## src/rtl/imem_boot_loader.sv

```systemverilog
// imem_boot_loader
// Boot-time sequencer for the single-cycle RISC-V core. While the core is held
// in reset it receives a program as a byte stream over a valid/ready
// handshake. It packs the bytes little-endian into 32-bit words and writes
// them into instruction memory. When the stream ends it releases the core.
//
// Ports
//   clk         system clock, rising edge
//   reset       synchronous active-low reset
//   start       one-cycle request to begin a (re)load
//   byte_valid  host byte present
//   byte_data   program byte
//   byte_last   final byte of the program, qualified by byte_valid
//   byte_ready  loader accepts a byte this cycle
//   imem_we     instruction memory write strobe (one cycle per word)
//   imem_addr   word-aligned byte address of the write
//   imem_wdata  assembled instruction word
//   core_run    1 = core out of reset
//   busy        load in progress
//   done        program loaded and core running
//   error       program longer than MAX_WORDS
//   word_count  words written in the current load
module imem_boot_loader #(
    parameter int ADDR_W    = 8,
    parameter int MAX_WORDS = 256
) (
    input  logic              clk,
    input  logic              reset,
    input  logic              start,
    input  logic              byte_valid,
    input  logic [7:0]        byte_data,
    input  logic              byte_last,
    output logic              byte_ready,
    output logic              imem_we,
    output logic [31:0]       imem_addr,
    output logic [31:0]       imem_wdata,
    output logic              core_run,
    output logic              busy,
    output logic              done,
    output logic              error,
    output logic [ADDR_W:0]   word_count
);

    typedef enum logic [2:0] {
        ST_IDLE  = 3'd0,
        ST_LOAD  = 3'd1,
        ST_FLUSH = 3'd2,
        ST_RUN   = 3'd3,
        ST_ERR   = 3'd4
    } state_t;

    localparam logic [ADDR_W:0] MAX_WC   = (ADDR_W + 1)'(MAX_WORDS);
    localparam logic [ADDR_W:0] WC_ONE   = (ADDR_W + 1)'(1);
    localparam int              ADDR_PAD = 32 - ADDR_W - 3;

    // Places a byte into lane 'lane' of a word, leaving the other lanes intact.
    function automatic logic [31:0] insert_byte(input logic [31:0] word,
                                                input logic [1:0]  lane,
                                                input logic [7:0]  data);
        logic [31:0] res;
        res = word;
        case (lane)
            2'd0:    res[7:0]   = data;
            2'd1:    res[15:8]  = data;
            2'd2:    res[23:16] = data;
            2'd3:    res[31:24] = data;
            default: res        = word;
        endcase
        return res;
    endfunction

    state_t            state_r;
    state_t            state_next_s;
    logic [1:0]        byte_idx_r;
    logic [31:0]       buf_r;
    logic [31:0]       merged_s;
    logic              handshake_s;
    logic              complete_s;
    logic              overflow_s;
    logic              write_s;
    logic              restart_s;

    logic              byte_ready_r;
    logic              imem_we_r;
    logic [31:0]       imem_addr_r;
    logic [31:0]       imem_wdata_r;
    logic              core_run_r;
    logic              busy_r;
    logic              done_r;
    logic              error_r;
    logic [ADDR_W:0]   word_count_r;

    assign byte_ready = byte_ready_r;
    assign imem_we    = imem_we_r;
    assign imem_addr  = imem_addr_r;
    assign imem_wdata = imem_wdata_r;
    assign core_run   = core_run_r;
    assign busy       = busy_r;
    assign done       = done_r;
    assign error      = error_r;
    assign word_count = word_count_r;

    // State register.
    always_ff @(posedge clk) begin
        if (!reset) begin
            state_r <= ST_IDLE;
        end else begin
            state_r <= state_next_s;
        end
    end

    // Handshake decode and next-state selection.
    always_comb begin
        state_next_s = state_r;
        handshake_s  = byte_valid & byte_ready_r & (state_r == ST_LOAD);
        // A word closes on its fourth byte or on the stream's final byte.
        complete_s   = handshake_s & ((byte_idx_r == 2'd3) | byte_last);
        // Completing a word with the memory already full is an overflow; no write.
        overflow_s   = complete_s & (word_count_r == MAX_WC);
        write_s      = complete_s & ~overflow_s;
        merged_s     = insert_byte(buf_r, byte_idx_r, byte_data);
        restart_s    = 1'b0;
        case (state_r)
            ST_IDLE: begin
                if (start) begin
                    state_next_s = ST_LOAD;
                    restart_s    = 1'b1;
                end else begin
                    state_next_s = ST_IDLE;
                end
            end
            ST_LOAD: begin
                if (overflow_s) begin
                    state_next_s = ST_ERR;
                end else if (complete_s && byte_last) begin
                    state_next_s = ST_FLUSH;
                end else begin
                    state_next_s = ST_LOAD;
                end
            end
            ST_FLUSH: begin
                state_next_s = ST_RUN;
            end
            ST_RUN, ST_ERR: begin
                if (start) begin
                    state_next_s = ST_LOAD;
                    restart_s    = 1'b1;
                end else begin
                    state_next_s = state_r;
                end
            end
            default: begin
                state_next_s = ST_IDLE;
            end
        endcase
    end

    // Byte lane index and partial-word assembly buffer.
    always_ff @(posedge clk) begin
        if (!reset) begin
            byte_idx_r <= 2'd0;
            buf_r      <= 32'h0000_0000;
        end else if (restart_s || complete_s) begin
            byte_idx_r <= 2'd0;
            buf_r      <= 32'h0000_0000;
        end else if (handshake_s) begin
            byte_idx_r <= byte_idx_r + 2'd1;
            buf_r      <= merged_s;
        end else begin
            byte_idx_r <= byte_idx_r;
            buf_r      <= buf_r;
        end
    end

    // Registered outputs, derived from the state being entered.
    always_ff @(posedge clk) begin
        if (!reset) begin
            byte_ready_r <= 1'b0;
            imem_we_r    <= 1'b0;
            imem_addr_r  <= 32'h0000_0000;
            imem_wdata_r <= 32'h0000_0000;
            core_run_r   <= 1'b0;
            busy_r       <= 1'b0;
            done_r       <= 1'b0;
            error_r      <= 1'b0;
            word_count_r <= '0;
        end else begin
            byte_ready_r <= (state_next_s == ST_LOAD);
            busy_r       <= (state_next_s == ST_LOAD) || (state_next_s == ST_FLUSH);
            core_run_r   <= (state_next_s == ST_RUN);
            done_r       <= (state_next_s == ST_RUN);
            error_r      <= (state_next_s == ST_ERR);
            imem_we_r    <= write_s;
            if (write_s) begin
                // Address uses the count before this word is added.
                imem_addr_r  <= {{ADDR_PAD{1'b0}}, word_count_r, 2'b00};
                imem_wdata_r <= merged_s;
            end else begin
                imem_addr_r  <= imem_addr_r;
                imem_wdata_r <= imem_wdata_r;
            end
            if (restart_s) begin
                word_count_r <= '0;
            end else if (write_s) begin
                word_count_r <= word_count_r + WC_ONE;
            end else begin
                word_count_r <= word_count_r;
            end
        end
    end

endmodule

```

## config.mk

```make
export PLATFORM = sky130hd
export DESIGN_NAME = imem_boot_loader
export DESIGN_NICKNAME = d
export VERILOG_FILES = /design/src/rtl/imem_boot_loader.sv
export SDC_FILE = /design/constraint.sdc
export NUM_CORES = 1
export LEC_CHECK = 0
export CAP_MARGIN = 20
export CORE_MARGIN = 5
export CORE_UTILIZATION = 40
export CTS_BUF_LIST = sky130_fd_sc_hd__clkbuf_2 sky130_fd_sc_hd__clkbuf_4 sky130_fd_sc_hd__clkbuf_8
export DETAILED_ROUTE_END_ITERATION = 6
export GPL_TIMING_DRIVEN = 0
export PLACE_DENSITY = 0.66
export SLEW_MARGIN = 20
export SYNTH_ARGS = -nofsm -noshare
export SYNTH_HDL_FRONTEND = slang
export SYNTH_SLANG_ARGS = --single-unit
export TNS_END_PERCENT = 5
```

## constraint.sdc

```tcl
create_clock -name clk -period 1.5 [get_ports clk]
set_input_delay 0.225 -clock clk [delete_from_list [all_inputs] [get_ports clk]]
set_output_delay 0.225 -clock clk [all_outputs]
set_load 0.01 [all_outputs]
```

==> impl_metrics.json <==
{
  "fin_skew_ps": 18.4,
  "core-area_mm2": 0.0101,
  "avgViaCountPerCell": 5.26,
  "grt_pass1_wl_um": 19000,
  "wl_per_cell_um": 18.0,
  "finalCritPeriodShare_pct": 110,
  "start_kind": "register",
  "die_h_um": 111,
  "end_kind": "register",
  "gp_congestion": 0.799,
  "final.fill_count": 798,
  "grt_usage_pct": 18.7,
  "grt_max_degree": 16,
  "regToRegEndpoint": "imem_wdata[29]$_SDFFE_PN0P_",
  "cts.reportedPaths.clkPinSlew_ps": 100,
  "holdBufCountCts": 0,
  "syn_area_mm2": 0.00410,
  "max_cap_viol_count": 0,
  "final_nets": 575,
  "cts_tree": "yes",
  "wirelength_um": 12500,
  "seqCellArea_mm2": 0.00188,
  "io_pins": 92,
  "die-width_um": 111,
  "setup_viol": 88,
  "vdd_drop_max_v": 0.000546,
  "place_inst": 654,
  "violations": "negative setup slack",
  "gr-total-overflow": 0,
  "diodes": 0,
  "fmax_mhz": 604,
  "drcViolationCount": 0,
  "synth_flop_cell": "dfxtp_1",
  "synth_top_area_share_pct": 45.0,
  "rsz0062_at_grt": "true",
  "required_ps": 1780,
  "synthArstFlopShare_pct": 0,
  "rows": 37,
  "cts_buffer_depth": 2,
  "reg2reg_slack_ps": -160,
  "cts_root_buffer": "clkbuf_8",
  "setup_tns_ps": -8530,
  "min-delay-start": "reset",
  "cp-startpoint": "byte_idx_r[0]$_SDFFE_PP0P_",
  "seq_area_frac_synth_pct": 45.0,
  "fin_area_mm2": 0.00627,
  "yosysTopAreaCell": "dfxtp_1",
  "final_cells": 697,
  "relSlewSlack_pct": 48.3,
  "synth-edff-count": 0,
  "layout_setup_ws_ps": -156,
  "final_antenna_net_count": 0,
  "drt_first_pass_iters": 5,
  "status": "complete, but fails checks",
  "dpl.hpwl_um": 7610,
  "crit_type": "register to register",
  "clock_sinks": 92,
  "synth_area_per_cell_um2": 9.37,
  "period_needed_ps": 1660,
  "total_power_mw": 4.90,
  "synth_warnings": 0,
  "final_layout_size_suffix_gt1_share_pct": 35.3,
  "grt_pass1_vias": 3622,
  "cts_made_buffers": 9,
  "r2r_cells": 8,
  "clock_latency_ps": 370,
  "synthTopCellsByArea": "dfxtp_1 45%, mux2i_1 16%, a21oi_1 6.7%, a211oi_1 5.9%, buf_4 5.5%",
  "start_util_pct": 40.4,
  "cp_data_arrival_time_ps": 1930,
  "io_buffers": 59,
  "powerDensity_mw_per_mm2": 782,
  "finish.utilization_pct": 61.9,
  "die_area_mm2": 0.0124,
  "vias": 3666,
  "ys_ff_latch": 92,
  "reg2reg_from": "byte_idx_r[0]$_SDFFE_PP0P_",
  "post-place-ws_ps": -663,
  "critPathCapture": "imem_wdata[29]$_SDFFE_PN0P_",
  "area_growth_pct": 53.2,
  "drv_slew": 0,
  "hold_slack_ps": 280,
  "drt-initial-drc-count": 187,
  "worstPathMaxFanout": 10,
  "antenna_found_initial": 0,
  "tightest_slew_ps": 775,
  "postPlaceCellArea_mm2": 0.00500,
  "multiInputGateArea_mm2": 0.00243,
  "cts_htree_levels": 3,
  "hold_class": "input port to register",
  "finalHoldViolCount": 0,
  "syn-instance-count": 437,
  "yosys.cell_types.count": 39,
  "p_leak_nw": 3.09
}
==> cells in the mapped netlist (7+ instances only) <==
master,n
nand2_1,11
a21oi_1,55
inv_1,7
clkbuf_1,11
nand3_1,13
buf_4,30
dfxtp_1,92
buf_1,8
buf_2,11
nor2_1,39
a211oi_1,32
mux2i_1,64
o21ai_0,17
==> cell type report <==
| class | count | share of cell area, % |
|---|---|---|
| Tap cell | 136 | 2.71 |
| Clock buffer | 12 | 2.53 |
| Inverter | 8 | 0.479 |
| Multi-Input combinational cell | 298 | 38.8 |
| Timing Repair Buffer | 87 | 16.4 |
| Sequential cell | 92 | 30.0 |
| Buffer | 60 | 8.24 |
| Clock inverter | 4 | 0.857 |
==> state kept, by name, summed over array words and instances (netlist names) <==
register and flops:
buf_r 32, imem_wdata 32, imem_addr 9, word_count 9
state_r 3, byte_idx_r 2, busy 1, byte_ready 1
done 1, error 1, imem_we 1
==> kinds of logic after synthesis <==
logic type                 count (synthesis)  synth area share [%]
AOI/OAI and AO/OA                        114                  16.6
xor gates and xnor gates                   1                 0.214
adders and majority gates                  6                  1.83
buffers and inverters                     69                  9.59
DFF                                       92                  45.0
muxes                                     64                  15.6
other                                      1                0.0915
and+or+nand+nor                           90                  11.1
==> metal layers <==
layer | routed length (um) | track usage [%]
met2 | 6210 | 31.7
met3 | 767 | 4.42
met1 | 5300 | 23.3
met5 | 0 | 0
met4 | 235 | 6.33
==> placed cells by master (no fill, tap or decap), drive strengths merged, types with 2 or more instances in the layout <==
| cell | n |
|---|---|
| nor3 | 2 |
| nand4 | 3 |
| clkdlybuf4s50 | 12 |
| ha | 6 |
| or3 | 3 |
| o21ai | 17 |
| dfxtp | 92 |
| nand3 | 14 |
| a211oi | 32 |
| dlygate4sd2 | 11 |
| or4 | 4 |
| nor4b | 2 |
| nand2 | 11 |
| a21oi | 55 |
| conb | 23 |
| buf | 77 |
| and2 | 5 |
| o31ai | 4 |
| dlymetal6s2s | 34 |
| mux2i | 64 |
| nor2 | 40 |
| inv | 10 |
| clkbuf | 24 |
| o211a | 2 |
==> repair_timing <==
action                     4_1_cts  5_1_grt
pin swaps                       21       22
hold endpoints to repair         0        0
gates resized for setup        129      100
setup endpoints to repair      109      130
setup buffers                   10       11
gates cloned                     4        4
==> power by group <==
group / internal, mW / switching [mW] / total, mW
registers: 2.47 / 0.0288 / 2.50
logic: 0.282 / 0.342 / 0.624
clock network: 0.892 / 0.891 / 1.78
==> critical path, cell delays in order, from the launching register on <==
cell and delay, ps:
dfxtp_4 370, ha_4 150, or2_4 250, nand3_4 110, buf_6 150, nor2_4 50
buf_12 140, buf_8 150, a211oi_2 200
==> how the worst min path moves through the flow <==
stage | end | slack, ps | cells past startpoint
global placement | imem_addr[9]$_SDFFE_PN0P_ | 470 | 2
finish | state_r[2]$_SDFF_PN0_ | 280 | 2
detailed placement | imem_addr[8]$_SDFFE_PN0P_ | 470 | 2
CTS | state_r[2]$_SDFF_PN0_ | 250 | 2
global route | state_r[2]$_SDFF_PN0_ | 280 | 2
floorplan | state_r[1]$_SDFF_PN0_ | 380 | 2
No activity file was read; power rests on OpenSTA's default activity.
